`config.mk`:
```
export PLATFORM = sky130hd
export DESIGN_NAME = mc_ctrl_fsm_flat
export DESIGN_NICKNAME = d
export VERILOG_FILES = /design/src/rtl/rv32_ctrl_pkg.sv /design/src/rtl/mc_ctrl_fsm_if.sv /design/src/rtl/mc_ctrl_fsm_wait_timer.sv /design/src/rtl/mc_ctrl_fsm.sv /design/src/flat_wrapper.sv
export SDC_FILE = /design/constraint.sdc
export NUM_CORES = 1
export LEC_CHECK = 0
export CAP_MARGIN = 25
export CORE_UTILIZATION = 56
export CTS_BUF_LIST = sky130_fd_sc_hd__clkbuf_8
export DETAILED_ROUTE_END_ITERATION = 10
export PLACE_DENSITY = 0.91
export SLEW_MARGIN = 25
export SYNTH_ARGS = -nofsm -noshare
export SYNTH_HDL_FRONTEND = slang
export SYNTH_SLANG_ARGS = --single-unit
```
`constraint.sdc`:
```
create_clock -name clk -period 3 [get_ports clk]
set_input_delay 0.3 -clock clk [delete_from_list [all_inputs] [get_ports clk]]
set_output_delay 0.3 -clock clk [all_outputs]
set_load 0.01 [all_outputs]
```
`src/rtl/rv32_ctrl_pkg.sv`:
```
// Shared encodings for the RV32I multi-cycle control sequencer: opcodes, FSM states,
// datapath mux selects, trap causes and small per-opcode select helpers.
package rv32_ctrl_pkg;

  localparam logic [6:0] OP       = 7'h33;
  localparam logic [6:0] OP_IMM   = 7'h13;
  localparam logic [6:0] LOAD     = 7'h03;
  localparam logic [6:0] STORE    = 7'h23;
  localparam logic [6:0] BRANCH   = 7'h63;
  localparam logic [6:0] JAL      = 7'h6F;
  localparam logic [6:0] JALR     = 7'h67;
  localparam logic [6:0] LUI      = 7'h37;
  localparam logic [6:0] AUIPC    = 7'h17;
  localparam logic [6:0] MISC_MEM = 7'h0F;
  localparam logic [6:0] SYSTEM   = 7'h73;

  typedef enum logic [2:0] {
    S_FETCH  = 3'd0,
    S_DECODE = 3'd1,
    S_EXEC   = 3'd2,
    S_MEM    = 3'd3,
    S_WB     = 3'd4,
    S_TRAP   = 3'd5
  } state_t;

  typedef enum logic [1:0] {PC_PLUS4 = 2'b00, PC_IMM = 2'b01, PC_ALU = 2'b10} pc_src_t;
  typedef enum logic [1:0] {WB_ALU = 2'b00, WB_MDR = 2'b01, WB_PC4 = 2'b10, WB_IMM = 2'b11} wb_sel_t;
  typedef enum logic [1:0] {A_RS1 = 2'b00, A_PC = 2'b01, A_ZERO = 2'b10} alu_a_t;
  typedef enum logic [1:0] {TC_NONE = 2'b00, TC_ILLEGAL = 2'b01, TC_SYSTEM = 2'b10, TC_TIMEOUT = 2'b11} trap_cause_t;

  typedef struct packed {
    alu_a_t a_sel;
    logic   b_sel;
  } alu_ops_t;

  // Operand selects are held from EXEC through MEM/WB so the ALU result stays valid.
  function automatic alu_ops_t alu_ops(input logic [6:0] opc);
    alu_ops_t ops;
    ops.a_sel = A_RS1;
    ops.b_sel = 1'b0;
    case (opc)
      OP_IMM, LOAD, STORE, JAL, JALR: ops.b_sel = 1'b1;
      AUIPC: begin
        ops.a_sel = A_PC;
        ops.b_sel = 1'b1;
      end
      default: ;
    endcase
    return ops;
  endfunction

  function automatic wb_sel_t wb_sel_for(input logic [6:0] opc);
    case (opc)
      LOAD:      return WB_MDR;
      JAL, JALR: return WB_PC4;
      LUI:       return WB_IMM;
      default:   return WB_ALU;
    endcase
  endfunction

  function automatic pc_src_t wb_pc_src(input logic [6:0] opc);
    case (opc)
      JAL:     return PC_IMM;
      JALR:    return PC_ALU;
      default: return PC_PLUS4;
    endcase
  endfunction

endpackage

```
`src/rtl/mc_ctrl_fsm_if.sv`:
```
// Shared instruction/data memory handshake between the sequencer (master) and memory (slave).
interface mc_ctrl_fsm_if;
  logic       mem_req;
  logic       mem_we;
  logic       mem_addr_sel;
  logic [2:0] mem_size;
  logic       mem_ready;

  modport master (output mem_req, mem_we, mem_addr_sel, mem_size, input mem_ready);
  modport slave  (input mem_req, mem_we, mem_addr_sel, mem_size, output mem_ready);
endinterface

```
`src/rtl/mc_ctrl_fsm_wait_timer.sv`:
```
// Wait-cycle counter for a pending memory request; flags the cycle that would exhaust the budget.
module mc_wait_timer #(
  parameter int unsigned LIMIT = 255
) (
  input  logic clk,
  input  logic rst,
  input  logic clear,
  input  logic inc,
  output logic expire
);
  localparam int unsigned W = $clog2(LIMIT + 1);

  logic [W-1:0] cnt_q;

  always_ff @(posedge clk) begin
    if (rst || clear) cnt_q <= '0;
    else if (inc)     cnt_q <= cnt_q + W'(1);
  end

  // Looks one count ahead so the trap follows exactly LIMIT unanswered cycles.
  assign expire = inc && (cnt_q == W'(LIMIT - 1));
endmodule

```
`src/rtl/mc_ctrl_fsm.sv`:
```
// Multi-cycle RV32I control sequencer: FETCH/DECODE/EXEC/MEM/WB over one handshaked
// memory port, with retired-instruction counter and sticky trap.
module mc_ctrl_fsm
  import rv32_ctrl_pkg::*;
#(
  parameter int unsigned MEM_TIMEOUT = 255,
  parameter int unsigned INSTRET_W   = 32
) (
  input  logic                 clk,
  input  logic                 rst,
  input  logic [6:0]           opcode,
  input  logic [2:0]           funct3,
  input  logic                 illegal,
  input  logic                 branch_taken,
  mc_ctrl_fsm_if.master        mem,
  output logic                 ir_we,
  output logic                 mdr_we,
  output logic                 pc_we,
  output logic [1:0]           pc_src,
  output logic                 reg_we,
  output logic [1:0]           wb_sel,
  output logic [1:0]           alu_a_sel,
  output logic                 alu_b_sel,
  output logic [2:0]           state,
  output logic                 trap,
  output logic [1:0]           trap_cause,
  output logic [INSTRET_W-1:0] instret
);

  state_t                state_q, state_d;
  trap_cause_t           cause_q, cause_d;
  logic [INSTRET_W-1:0]  instret_q;
  logic                  retire;
  logic                  req_active;
  logic                  wait_inc;
  logic                  expire;
  alu_ops_t              ops;

  assign req_active = !rst && (state_q == S_FETCH || state_q == S_MEM);
  assign wait_inc   = req_active && !mem.mem_ready;
  assign ops        = alu_ops(opcode);

  mc_wait_timer #(.LIMIT(MEM_TIMEOUT)) u_wait_timer (
    .clk    (clk),
    .rst    (rst),
    .clear  (!wait_inc),
    .inc    (wait_inc),
    .expire (expire)
  );

  // NOTE: sequential state uses non-blocking assignments; reset is synchronous, so rst is just the first branch.
  always_ff @(posedge clk) begin
    if (rst) begin
      state_q   <= S_FETCH;
      cause_q   <= TC_NONE;
      instret_q <= '0;
    end else begin
      state_q <= state_d;
      cause_q <= cause_d;
      if (retire) instret_q <= instret_q + INSTRET_W'(1);
    end
  end

  // NOTE: every output of this block gets a default first so no path infers a latch.
  always_comb begin
    state_d          = state_q;
    cause_d          = cause_q;
    retire           = 1'b0;
    mem.mem_req      = 1'b0;
    mem.mem_we       = 1'b0;
    mem.mem_addr_sel = 1'b0;
    ir_we            = 1'b0;
    mdr_we           = 1'b0;
    pc_we            = 1'b0;
    pc_src           = PC_PLUS4;
    reg_we           = 1'b0;
    wb_sel           = WB_ALU;
    alu_a_sel        = A_RS1;
    alu_b_sel        = 1'b0;

    case (state_q)
      S_FETCH: begin
        mem.mem_req = 1'b1;
        if (mem.mem_ready) begin
          ir_we   = 1'b1;
          state_d = S_DECODE;
        end else if (expire) begin
          state_d = S_TRAP;
          cause_d = TC_TIMEOUT;
        end
      end
      S_DECODE: begin
        if (illegal) begin
          state_d = S_TRAP;
          cause_d = TC_ILLEGAL;
        end else begin
          state_d = S_EXEC;
        end
      end
      S_EXEC: begin
        alu_a_sel = ops.a_sel;
        alu_b_sel = ops.b_sel;
        case (opcode)
          OP, OP_IMM, AUIPC, JAL, JALR: state_d = S_WB;
          LUI: begin
            wb_sel  = WB_IMM;
            state_d = S_WB;
          end
          LOAD, STORE: state_d = S_MEM;
          BRANCH: begin
            pc_we   = 1'b1;
            pc_src  = branch_taken ? PC_IMM : PC_PLUS4;
            retire  = 1'b1;
            state_d = S_FETCH;
          end
          MISC_MEM: begin
            pc_we   = 1'b1;
            retire  = 1'b1;
            state_d = S_FETCH;
          end
          SYSTEM: begin
            state_d = S_TRAP;
            cause_d = TC_SYSTEM;
          end
          default: begin
            state_d = S_TRAP;
            cause_d = TC_ILLEGAL;
          end
        endcase
      end
      S_MEM: begin
        alu_a_sel        = ops.a_sel;
        alu_b_sel        = ops.b_sel;
        mem.mem_req      = 1'b1;
        mem.mem_addr_sel = 1'b1;
        mem.mem_we       = (opcode == STORE);
        if (mem.mem_ready) begin
          if (opcode == STORE) begin
            pc_we   = 1'b1;
            retire  = 1'b1;
            state_d = S_FETCH;
          end else begin
            mdr_we  = 1'b1;
            state_d = S_WB;
          end
        end else if (expire) begin
          state_d = S_TRAP;
          cause_d = TC_TIMEOUT;
        end
      end
      S_WB: begin
        alu_a_sel = ops.a_sel;
        alu_b_sel = ops.b_sel;
        reg_we    = 1'b1;
        wb_sel    = wb_sel_for(opcode);
        pc_we     = 1'b1;
        pc_src    = wb_pc_src(opcode);
        retire    = 1'b1;
        state_d   = S_FETCH;
      end
      S_TRAP: ;
      default: begin
        state_d = S_TRAP;
        cause_d = TC_ILLEGAL;
      end
    endcase

    // A reset cycle abandons the instruction: nothing may write or update the pc.
    if (rst) begin
      retire           = 1'b0;
      mem.mem_req      = 1'b0;
      mem.mem_we       = 1'b0;
      mem.mem_addr_sel = 1'b0;
      ir_we            = 1'b0;
      mdr_we           = 1'b0;
      pc_we            = 1'b0;
      pc_src           = PC_PLUS4;
      reg_we           = 1'b0;
      wb_sel           = WB_ALU;
      alu_a_sel        = A_RS1;
      alu_b_sel        = 1'b0;
    end
  end

  assign mem.mem_size = funct3;
  assign state        = state_q;
  assign trap         = (state_q == S_TRAP);
  assign trap_cause   = cause_q;
  assign instret      = instret_q;

endmodule

```
`src/flat_wrapper.sv`:
```
// flat-port wrapper written by rule: the top's interface ports become plain ports
module mc_ctrl_fsm_flat import rv32_ctrl_pkg::*;
#(
  parameter int unsigned MEM_TIMEOUT = 255,
  parameter int unsigned INSTRET_W   = 32
)
  (clk, rst, opcode, funct3, illegal, branch_taken, ir_we, mdr_we, pc_we, pc_src, reg_we, wb_sel, alu_a_sel, alu_b_sel, state, trap, trap_cause, instret, mem_mem_req, mem_mem_we, mem_mem_addr_sel, mem_mem_size, mem_mem_ready);
  mc_ctrl_fsm_if mem_i ();
  input  logic clk;
  input  logic rst;
  input  logic [6:0] opcode;
  input  logic [2:0] funct3;
  input  logic illegal;
  input  logic branch_taken;
  output logic ir_we;
  output logic mdr_we;
  output logic pc_we;
  output logic [1:0] pc_src;
  output logic reg_we;
  output logic [1:0] wb_sel;
  output logic [1:0] alu_a_sel;
  output logic alu_b_sel;
  output logic [2:0] state;
  output logic trap;
  output logic [1:0] trap_cause;
  output logic [INSTRET_W-1:0] instret;
  output wire logic [$bits(mem_i.mem_req)-1:0] mem_mem_req;
  output wire logic [$bits(mem_i.mem_we)-1:0] mem_mem_we;
  output wire logic [$bits(mem_i.mem_addr_sel)-1:0] mem_mem_addr_sel;
  output wire logic [$bits(mem_i.mem_size)-1:0] mem_mem_size;
  input wire logic [$bits(mem_i.mem_ready)-1:0] mem_mem_ready;
  assign mem_mem_req = mem_i.mem_req;
  assign mem_mem_we = mem_i.mem_we;
  assign mem_mem_addr_sel = mem_i.mem_addr_sel;
  assign mem_mem_size = mem_i.mem_size;
  assign mem_i.mem_ready = mem_mem_ready;
  mc_ctrl_fsm #(.MEM_TIMEOUT(MEM_TIMEOUT), .INSTRET_W(INSTRET_W)) u_core (.clk(clk), .rst(rst), .opcode(opcode), .funct3(funct3), .illegal(illegal), .branch_taken(branch_taken), .mem(mem_i), .ir_we(ir_we), .mdr_we(mdr_we), .pc_we(pc_we), .pc_src(pc_src), .reg_we(reg_we), .wb_sel(wb_sel), .alu_a_sel(alu_a_sel), .alu_b_sel(alu_b_sel), .state(state), .trap(trap), .trap_cause(trap_cause), .instret(instret));
endmodule
```
* After elaboration in Yosys (flattened, before gate mapping) *
Cells that the tools add are included.

storage, ports and cells
  logic and storage cells = 94
  output and inout bits = 55
  flip-flop bits (word level) = 45

operators by class
  multiplexer cells = 47
  equal/unequal tests = 21
  bitwise gates (word level) = 1
  $add $sub $neg = 2
  reductions and logical operators = 19

operator list
  operator                                        number
  adder 32 x 1 -> 32 bit (second input constant)  1
  == test 7 bit (second input constant)           4
  two-way mux 1 bit                               26
  == test 7 x 6 -> 1 bit (second input constant)  3
  one-hot mux 3 bit (6 select lines)              1
  one-hot mux 2 bit (2 select lines)              4
  two-way mux 3 bit                               5
  == test 7 x 5 -> 1 bit (second input constant)  2
  two-way mux 2 bit                               7
  OR reduction 6 bit                              2
  OR reduction 10 bit                             1
  OR reduction 2 bit                              5
  one-hot mux 3 bit (3 select lines)              1
  adder 8 x 1 -> 8 bit (second input constant)    1
  == test 8 bit (second input constant)           1
  one-hot mux 2 bit (4 select lines)              1
  == test 7 x 2 -> 1 bit (second input constant)  1
  == test 7 x 4 -> 1 bit (second input constant)  1
  == test 3 x 2 -> 1 bit (second input constant)  2
  == test 3 bit (second input constant)           2
  inequality test 2 bit (second input constant)   3
  one-hot mux 2 bit (3 select lines)              1
  AND reduction 5 bit                             1
  == test 3 x 1 -> 1 bit (second input constant)  1
  8 further kinds                                 13

* Logic depth before layout (Yosys ltp) *
Gate-level depths: netlist of run 1.

  word-level depth = 8
  depth in mapped cells = 8
  depth with buffers taken out = 7

* By module *
A second synthesis of run 1 with hierarchy kept.

second synthesis, totals
  cells, all modules = 359
  area, all modules = 2795.2 sq um

modules (own cells, without submodules)
  module         area an instance (sq um)  cells an instance  instances
  mc_ctrl_fsm    2426.1                    317                1
  mc_wait_timer  369.1                     42                 1

* Least setup slack after synthesis of run 1 *
No wires, ideal clock.

  path kind = register to register
  start point = register u_core.instret_q[3], in the netlist u_core.instret[3]
  end point = register u_core.instret_q[31], in the netlist u_core.instret[31]
  data arrival time = 1.956 ns
  buffers on the path = 0
  required time = 2.879 ns
  period minus slack after synthesis = 2.076 ns
  setup slack = 0.924 ns
  setup time = 0.121 ns
  cell stages (with the launch flop) = 6
  cells stage by stage = dfxtp_1 nand4_2 nor4_2 nand3_1 a211oi_1 mux2_2

between the ends
  longest elaborated chain between the ends = 1

ends and longest elaborated chain
  element                   line               source
  start: declaration        mc_ctrl_fsm.sv:32  logic [INSTRET_W-1:0] instret_q;
  start signal: assignment  mc_ctrl_fsm.sv:60  if (retire) instret_q <= instret_q + INSTRET_W'(1);
  adder 32 x 1 -> 32 bit    mc_ctrl_fsm.sv:60

Every way passes these cells.
A chain may end at the register's enable or synchronous reset.

* Worst setup path after layout of run 1 *
  start point = input opcode[3]
  end point = output pc_we

between the ends
  longest elaborated chain between the ends = 5
  elaborated cells between the ends (all ways) = 9
  those cells by class = 3 x eq/ne; 5 x mux; 1 x reduce/logical

ends and longest elaborated chain
  element                                                  line                                    source
  start: declaration                                       flat_wrapper.sv:11                      input logic [6:0] opcode;
  == test 7 x 6 -> 1 bit (tied with other cells)           mc_ctrl_fsm.sv:138                      if (opcode == STORE) begin
  two-way mux 1 bit or OR reduction 2 bit (tied branches)  -
  two-way mux 1 bit, on equally long branches              mc_ctrl_fsm.sv:137, mc_ctrl_fsm.sv:103
  one-hot mux 1 bit (3 select lines) (*)                   mc_ctrl_fsm.sv:81                       case (state_q)
  two-way mux 1 bit (*)                                    mc_ctrl_fsm.sv:169                      if (rst) begin
  end: declaration                                         flat_wrapper.sv:17                      output logic pc_we;

Mark *: on every way between the ends. The rest lies on a longest branch, timed or not.

==> results.py, run 1 <==
metrics = {
    "grt": {
        "grt_max_degree": 59,
        "grt_pass1_wl_um": 11650,
        "antenna_found_initial": 0,
        "first_global_vias": 2505,
        "grt_overflow": 0,
        "grt_use_total": 0.2733,
    },
    "synth": {
        "netlist.area_leader.share": 0.3053,
        "yosys_warnings": 0,
        "syn-num-nets": 391,
        "synth.cells.most_frequent": "nor2_1, dfxtp_1, nor2b_1, a21oi_1, nand2_1",
        "ys_seq_elements": 45,
        "synthFlopType": "dfxtp_1",
        "synth_seq_area_share": 0.3053,
        "synth_area_per_cell_um2": 7.910,
        "synth_area_um2": 2950,
        "synth-async-reset-ratio": 0,
        "synth-edff-count": 0,
        "synth_largest_area_cell": "dfxtp_1",
        "synth.most_common_cell": "nor2_1",
        "synthDistinctLibCells": 58,
        "synth_area_leaders": "dfxtp_1, mux2_2, nor2_1, nor2b_1, a21oi_1",
        "netlist_instances": 373,
    },
    "setup_path": {
        "cp.required_ps": 2700,
        "crit_arrival_ps": 2400,
        "rr_endpoint": "u_core.instret[7]$_SDFFE_PP0P_",
        "crit_type": "in2out",
        "r2r_slack_ps": 670,
        "worstReg2RegStart": "u_core.state[2]$_SDFFE_PP0N_",
        "cp-start-kind": "input pin",
        "critPathLaunch": "opcode[3]",
        "r2r.worst_path.cells": 6,
        "cp-end-kind": "output pin",
        "worstPathMaxFanout": 9,
    },
    "floorplanning": {
        "io_pins": 70,
        "die_w_um": 74.59,
        "die_y_um": 74.59,
        "core_area_um2": 5075,
        "die_area_um2": 5563,
        "rows": 26,
        "start_util": 0.5814,
    },
    "power_and_ir_drop": {
        "power_frac_seq": 0.480,
        "leakagePower_nw": 1.320,
        "peakVddDrop_v": 0.0003474,
        "combPwrFrac": 0.231,
        "switchingPower_uw": 413.8,
        "power_frac_clock": 0.289,
        "p_int_uw": 916.8,
        "power_density_nw_per_um2": 358.9,
        "switching_share": 0.3110,
        "p_total_mw": 1.331,
    },
    "sta": {
        "drv_slew": 0,
        "slew_headroom": 0.5027,
        "layout_min_cycle_time_ps": 2702,
        "rsz0062_at_grt": "no",
        "finalHoldViolCount": 0,
        "worst_pin_slew_ps": 739.8,
        "finalWorstSetupSlack_ps": 298.2,
        "setup_violations": 0,
        "fin_worst_skew_ps": 6.858,
        "fin_setup_tns_ps": 0,
        "fmax_mhz": 370.1,
        "fin_crit_sh": 0.9006,
    },
    "drt": {
        "via_count": 2957,
        "wl_per_cell_um": 14.61,
        "drt_wl_total_um": 7333,
        "drc": 0,
        "ant_nets": 0,
        "drt_iter0_markers": 353,
        "viasPerCell": 5.890,
        "drtPass1Iterations": 4,
    },
    "clock_tree": {
        "cts-htree-levels": 2,
        "clock-sinks": 45,
        "ctsLongestPathBuffers": 2,
        "cts_resized": 0,
        "hold_buffers": 0,
        "clkLatencyLatePin_ps": 310,
        "cts_tree": "built",
        "clk_pin_slew_worst_paths_ps": 80,
        "cts_root_buf": "clkbuf_8",
        "numCtsBuffers": 5,
        "post_cts_buffers": 0,
    },
    "placed_design": {
        "dp_slack_ps": 327.6,
        "hpwl_um": 5399,
        "numPortBuffers": 62,
        "finalWeightedCongestion": 0.9709,
    },
    "cells_and_area": {
        "areaGrowthSynthToFinish_pct": 25.66,
        "seq_area_um2": 900.9,
        "num-fill-cells": 413,
        "multi_input_area_um2": 1881,
        "drive_gt1_frac": 0.1389,
        "finish.utilization": 0.7305,
        "diodes": 0,
        "fin_nets": 449,
    },
    "run_status": {
        "outcome": "finished clean",
    },
    "hold_path": {
        "hold_depth": 3,
        "min_delay_worst_endpoint": "u_core.instret[1]$_SDFFE_PP0P_",
        "worstHoldStart": "rst",
        "hold_class": "in2reg",
    },
    "run": {
        "cap_violations": 0,
    },
}
flip-flops by register name (all words and copies together), names as in the netlist:
signal / flops
u_core.instret: 32
u_core.trap_cause: 2
u_core.u_wait_timer.cnt_q: 8
u_core.state: 3
worst max-delay path by stage:
| stage | endpoint | cells after the start |
|---|---|---|
| 6_report | pc_we | 8 |
| 5_1_grt | wb_sel[0] | 6 |
| 2_1_floorplan | u_core.instret[31]$_SDFFE_PP0P_ | 5 |
| 3_3_place_gp | pc_we | 7 |
| 3_5_place_dp | wb_sel[0] | 6 |
| 4_1_cts | wb_sel[0] | 6 |
metrics by stage:
| step | hold WS [ps] | std cells | cell area (um2) |
|---|---|---|---|
| after detailed placement | 475.0 | 494 | 3620 |
| after global placement | 454.9 | 494 | 3620 |
| final | 404.4 | 502 | 3707 |
| after global routing | 410.7 | 502 | 3707 |
| after floorplan | 410.1 | 373 | 2950 |
| after CTS | 398.2 | 502 | 3707 |
cell type report:
class	count	area share
well taps	70	0.02362
repair buffers	76	0.1944
multi-input cells	295	0.5073
clock inverters	3	0.005062
inverters	8	0.008100
clock buffers	5	0.01856
flip-flops and latches	45	0.2430
worst max-delay path, stage by stage:
cell             delay, ps
clkdlybuf4s50_1        570
nor3_2                 300
nand3_1                120
buf_4                  170
nor2_1                 220
nor2_1                 120
inv_1                   80
clkdlybuf4s50_1        520
layout by cell type, fill, tap and decap left out, types with 7 or more instances in the layout:
cell type / count
a31oi_1: 7
nand2_1: 25
a21oi_1: 26
nand3_1: 22
nor3_1: 8
buf_4: 14
nor2b_1: 28
nand4_1: 14
mux2_2: 22
dfxtp_1: 45
clkdlybuf4s50_1: 61
nor2_1: 59
inv_1: 8
kinds of logic after synthesis:
family | count (synthesis) | share of synthesized area
DFF | 45 | 0.3053
and+or+nand+nor | 190 | 0.3372
AOI/OAI and AO/OA | 64 | 0.1527
muxes | 30 | 0.1128
buffers and inverters | 33 | 0.05725
other | 1 | 0.001271
xor gates and xnor gates | 7 | 0.02078
adders and majority gates | 3 | 0.01272
per-layer routing:
layer	part of all wire	vias up	GRT usage	wire, um
li1	-	1437	-	-
met1	0.45	1378	0.3639	3296
met2	0.47	127	0.4284	3411
met3	0.068	15	0.06369	501
met4	0.017	0	0.1069	123
met5	0	-	0	0
power by group through the flow:
| stage | combinational (mW) | sequential, mW | clock [mW] |
|---|---|---|---|
| final | 0.307 | 0.639 | 0.384 |
| after global routing | 0.335 | 0.643 | 0.408 |
| after CTS | 0.304 | 0.639 | 0.384 |
| after detailed placement | 0.302 | 0.653 | 0 |
| after global placement | 0.297 | 0.651 | 0 |
| after floorplan | 0.177 | 0.663 | 0 |
Power figures use the tool's default switching activity.
==> run 2, diff against run 1 <==
Settings changed: CORE_ASPECT_RATIO set to 2.
==> run 2 against run 1 <==
  * Sequential power rose by 3%
  * Sequential share of layout area rose by 0.23 points
  * Die area rose by 0.32%
  * Worst hold slack improved by 24 ps
  * Combinational power fell by 6%
  * First-iteration DRC count fell by 73%
  * Maximum frequency fell by 2.1%
  * Global-route usage rose by 1.9 points
  * Register-to-register slack got worse by 200 ps
  * Critical path type unchanged
  * Largest power group unchanged
==> results.py, run 2 (same netlist as run 1, synthesis figures left out) <==
metrics = {
    "floorplanning": {
        "start_util": 0.5794,
        "io_pins": 70,
        "die_y_um": 104.7,
        "core_area_um2": 5092,
        "die_area_um2": 5580,
        "die_w_um": 53.33,
        "rows": 37,
    },
    "drt": {
        "drtPass1Iterations": 4,
        "drt_iter0_markers": 96,
        "ant_nets": 0,
        "via_count": 2918,
        "viasPerCell": 5.992,
        "wl_per_cell_um": 15.41,
        "drt_wl_total_um": 7506,
        "drc": 0,
    },
    "setup_path": {
        "critPathLaunch": "opcode[3]",
        "path_cells": "clkdlybuf4s50_1 -> nor3b_1 -> nor3b_1 -> o211ai_1 -> o31ai_1 -> clkdlybuf4s50_1",
        "worstReg2RegStart": "u_core.state[1]$_SDFFE_PP0N_",
        "critical-path-max-stage-delay_ps": 590,
        "cp.required_ps": 2700,
        "cp-end-kind": "output pin",
        "critPathTopFamily": "buffers and inverters",
        "path_buf_inv": 2,
        "slowest_stage": "clkdlybuf4s50_1",
        "crit_arrival_ps": 2460,
        "crit_type": "in2out",
        "worstPathMaxFanout": 9,
        "cp-start-kind": "input pin",
    },
    "placed_design": {
        "hpwl_um": 5593,
        "finalWeightedCongestion": 0.9007,
        "numPortBuffers": 62,
        "placed_cell_area_um2": 3582,
    },
    "sta": {
        "worst_pin_slew_ps": 676.4,
        "fin_crit_sh": 0.9203,
        "slew_headroom": 0.5453,
        "setup_violations": 0,
        "drv_slew": 0,
        "rsz0062_at_grt": "no",
        "fmax_mhz": 362.2,
        "fin_worst_skew_ps": 5.838,
        "layout_min_cycle_time_ps": 2761,
        "finalHoldViolCount": 0,
        "holdWs_ps": 428.7,
        "fin_setup_tns_ps": 0,
    },
    "grt": {
        "grt_use_total": 0.2925,
        "first_global_vias": 2770,
        "grt_overflow": 0,
        "busiest_layer": "met2",
        "grtUsageMet3": 0.02620,
        "grt_pass1_wl_um": 12510,
        "grt_max_degree": 59,
        "grt_use_met1": 0.3228,
        "grt_use_met2": 0.5205,
        "antenna_found_initial": 0,
    },
    "cells_and_area": {
        "final_area_um2": 3672,
        "largest_reg_flops": 32,
        "layout_common_cells": "clkdlybuf4s50_1, nor2_1, dfxtp_1, nor2b_1, a21oi_1",
        "final_common_cell": "clkdlybuf4s50_1",
        "drive_gt1_frac": 0.1352,
        "areaGrowthSynthToFinish_pct": 24.47,
        "fin_nets": 446,
        "diodes": 0,
    },
    "clock_tree": {
        "clkLatencyLatePin_ps": 300,
        "clk_pin_slew_worst_paths_ps": 90,
        "numCtsBuffers": 5,
        "cts_tree": "built",
        "cts-htree-levels": 2,
        "post_cts_buffers": 0,
        "clock-sinks": 45,
        "cts_root_buf": "clkbuf_8",
        "hold_buffers": 0,
        "ctsLongestPathBuffers": 2,
        "cts_resized": 0,
    },
    "power_and_ir_drop": {
        "p_total_mw": 1.330,
        "peakVddDrop_v": 0.0004146,
        "power_density_nw_per_um2": 362.1,
        "leakagePower_nw": 1.309,
    },
    "run": {
        "cap_violations": 0,
    },
    "hold_path": {
        "hold_class": "in2reg",
        "worstHoldStart": "rst",
    },
    "run_status": {
        "outcome": "finished clean",
    },
}
-- run 2: changes by cell type in the layout (fill, tap and decap cells not counted), sizes merged --
cell      before  now
buf           15   12
clkinv         1    2
clkinvlp       2    1
-- run 2: worst paths after layout --
check                                                   end  slack [ps]  cells past startpoint
setup / recovery                                  wb_sel[0]         240                      6
hold / removal               u_core.instret[1]$_SDFFE_PP0P_         430                      3
hold reg to reg   u_core.u_wait_timer.cnt_q[0]$_SDFFE_PP0P_         490                      1
setup reg to reg             u_core.instret[7]$_SDFFE_PP0P_         470                      6
-- run 2: cell type report --
type                    instances  area (um2)
well taps                      58       72.57
inverters                       8       30.03
fillers                       408        1420
repair buffers                 73       698.2
clock inverters                 3       21.27
flip-flops and latches         45       900.9
multi-input cells             295        1881
clock buffers                   5       68.82
-- run 2: per-stage QoR --
step	cells	util	worst slack, ps
final	487	0.7211	239.1
after detailed placement	479	0.7034	272.3
after global routing	487	0.7211	4.250
after CTS	487	0.7211	265.7
after floorplan	373	-	923.5
after global placement	479	0.7034	336.9
-- run 2: report_power, final --
part           switching (mW)  internal [mW]  total [mW]
clock                   0.221          0.166       0.387
combinational           0.158          0.130       0.288
sequential             0.0363          0.619       0.656
total                   0.415          0.915        1.33
-- run 2: per-layer routing --
metal  part of all wire  vias up
li1                   -     1436
met1               0.38     1354
met2               0.55      106
met3              0.036       22
met4              0.033        0
met5                  0        -
-- run 2: worst register-to-register path: cells and delay by family, from the launching register on --
kind            cells  cell delay, ps
buf+inv             1             290
simple gates        3             930
flops               1             660
mux                 1             340
compound gates      1             220
==> run 3, diff against run 2 <==
Settings changed: CORE_UTILIZATION 56 to 54, CTS_BUF_LIST sky130_fd_sc_hd__clkbuf_8 to unset, PLACE_DENSITY 0.91 to 0.89.
==> run 3 against run 2 <==
  * Worst setup slack improved by 47 ps
  * Flip-flop and latch count is the same
  * Via count is 1.5% higher
  * Clock skew is essentially flat
  * Clock power rose by 3%
  * Largest cell class unchanged
  * Largest power group unchanged
  * Highest routed layer unchanged
==> results.py, run 3 (same netlist as run 1, synthesis figures left out) <==
metrics = {
    "sta": {
        "holdWs_ps": 358.0,
        "fin_worst_skew_ps": 6.309,
        "worst_pin_slew_ps": 617.4,
        "fin_setup_tns_ps": 0,
        "layout_min_cycle_time_ps": 2714,
        "fmax_mhz": 368.4,
        "rsz0062_at_grt": "no",
        "slew_headroom": 0.5849,
        "drv_slew": 0,
        "finalHoldViolCount": 0,
        "setup_violations": 0,
        "fin_crit_sh": 0.9048,
    },
    "grt": {
        "grt_max_degree": 47,
        "grt_pass1_wl_um": 12560,
        "grt_use_total": 0.2905,
        "antenna_found_initial": 0,
        "grt_overflow": 0,
        "first_global_vias": 2825,
    },
    "setup_path": {
        "cp-end-kind": "output pin",
        "cp-start-kind": "flop",
        "r2r_slack_ps": 580,
        "cp.required_ps": 2700,
        "crit_type": "reg2out",
        "crit_arrival_ps": 2410,
        "worstPathMaxFanout": 16,
    },
    "floorplanning": {
        "rows": 37,
        "start_util": 0.5690,
        "die_area_um2": 5781,
        "die_y_um": 106.5,
        "core_area_um2": 5185,
        "die_w_um": 54.27,
        "io_pins": 70,
    },
    "drt": {
        "ant_nets": 0,
        "via_count": 2962,
        "drt_wl_total_um": 7764,
        "drtPass1Iterations": 5,
        "wl_per_cell_um": 15.94,
        "drc": 0,
        "viasPerCell": 6.082,
        "drt_iter0_markers": 135,
    },
    "cells_and_area": {
        "final_area_um2": 3672,
        "drive_gt1_frac": 0.1352,
        "final_common_cell": "clkdlybuf4s50_1",
        "fin_nets": 446,
        "layout_common_cells": "clkdlybuf4s50_1, nor2_1, dfxtp_1, nor2b_1, a21oi_1",
        "largest_reg_flops": 32,
        "fin_cells": 487,
        "diodes": 0,
        "areaGrowthSynthToFinish_pct": 24.47,
    },
    "clock_tree": {
        "hold_buffers": 0,
        "ctsLongestPathBuffers": 2,
        "post_cts_buffers": 0,
        "cts_root_buf": "clkbuf_8",
        "clk_pin_slew_worst_paths_ps": 90,
        "clkLatencyLatePin_ps": 320,
        "clock-sinks": 45,
        "cts-htree-levels": 2,
        "cts_resized": 0,
        "cts_tree": "built",
        "numCtsBuffers": 5,
    },
    "placed_design": {
        "hpwl_um": 5789,
        "placed_cell_area_um2": 3582,
        "place_inst": 479,
        "finalWeightedCongestion": 0.8998,
        "numPortBuffers": 62,
    },
    "power_and_ir_drop": {
        "peakVddDrop_v": 0.0003625,
        "power_density_nw_per_um2": 366.1,
        "leakagePower_nw": 1.310,
    },
    "run": {
        "cap_violations": 0,
    },
    "hold_path": {
        "hold_class": "in2reg",
    },
    "run_status": {
        "outcome": "finished clean",
    },
}
-- run 3: path summary, 6_finish.rpt --
check / from / endpoint / cells after the start
worst min register to register: u_core.u_wait_timer.cnt_q[0]$_SDFFE_PP0P_ / u_core.u_wait_timer.cnt_q[0]$_SDFFE_PP0P_ / 1
worst min-delay path: rst / u_core.state[2]$_SDFFE_PP0N_ / 2
worst max-delay path: u_core.state[0]$_SDFFE_PP0N_ / pc_we / 7
worst max register to register: u_core.state[0]$_SDFFE_PP0N_ / u_core.instret[11]$_SDFFE_PP0P_ / 6
-- run 3: stage by stage --
stage	setup WS (ps)	utilization	total power, mW
2_1_floorplan	923.5	-	0.8393
3_3_place_gp	368.4	0.6909	0.9459
3_5_place_dp	333.5	0.6909	0.9528
4_1_cts	304.3	0.7083	1.345
5_1_grt	129.6	0.7083	1.400
6_report	285.6	0.7083	1.344
-- run 3: power by group --
group	switching, mW	internal, mW	total [mW]
Clock	0.233	0.166	0.398
Combinational	0.159	0.131	0.290
Sequential	0.0374	0.619	0.657
-- run 3: cell type report --
| type | instances | area (um2) |
|---|---|---|
| Multi-Input combinational cell | 295 | 1881 |
| Fill cell | 415 | 1513 |
| Sequential cell | 45 | 900.9 |
| Timing Repair Buffer | 73 | 698.2 |
| Tap cell | 58 | 72.57 |
| Clock buffer | 5 | 68.82 |
| Inverter | 8 | 30.03 |
| Clock inverter | 3 | 21.27 |
-- run 3: per-layer routing --
layer / vias up / global-route usage / wire length, um
met2: 122 / 0.5070 / 4312
li1: 1427 / - / -
met4: 0 / 0.1630 / 303
met5: - / 0 / 0
met3: 30 / 0.05722 / 366
met1: 1383 / 0.2996 / 2780
-- run 3: worst max-delay path, stage by stage, from the launching register on --
cell and delay (ps):
dfxtp_1 670, nor2_1 160, nand3_1 200, clkinv_1 110, a31o_2 240, nor2_1 190
inv_1 60, clkdlybuf4s50_1 470
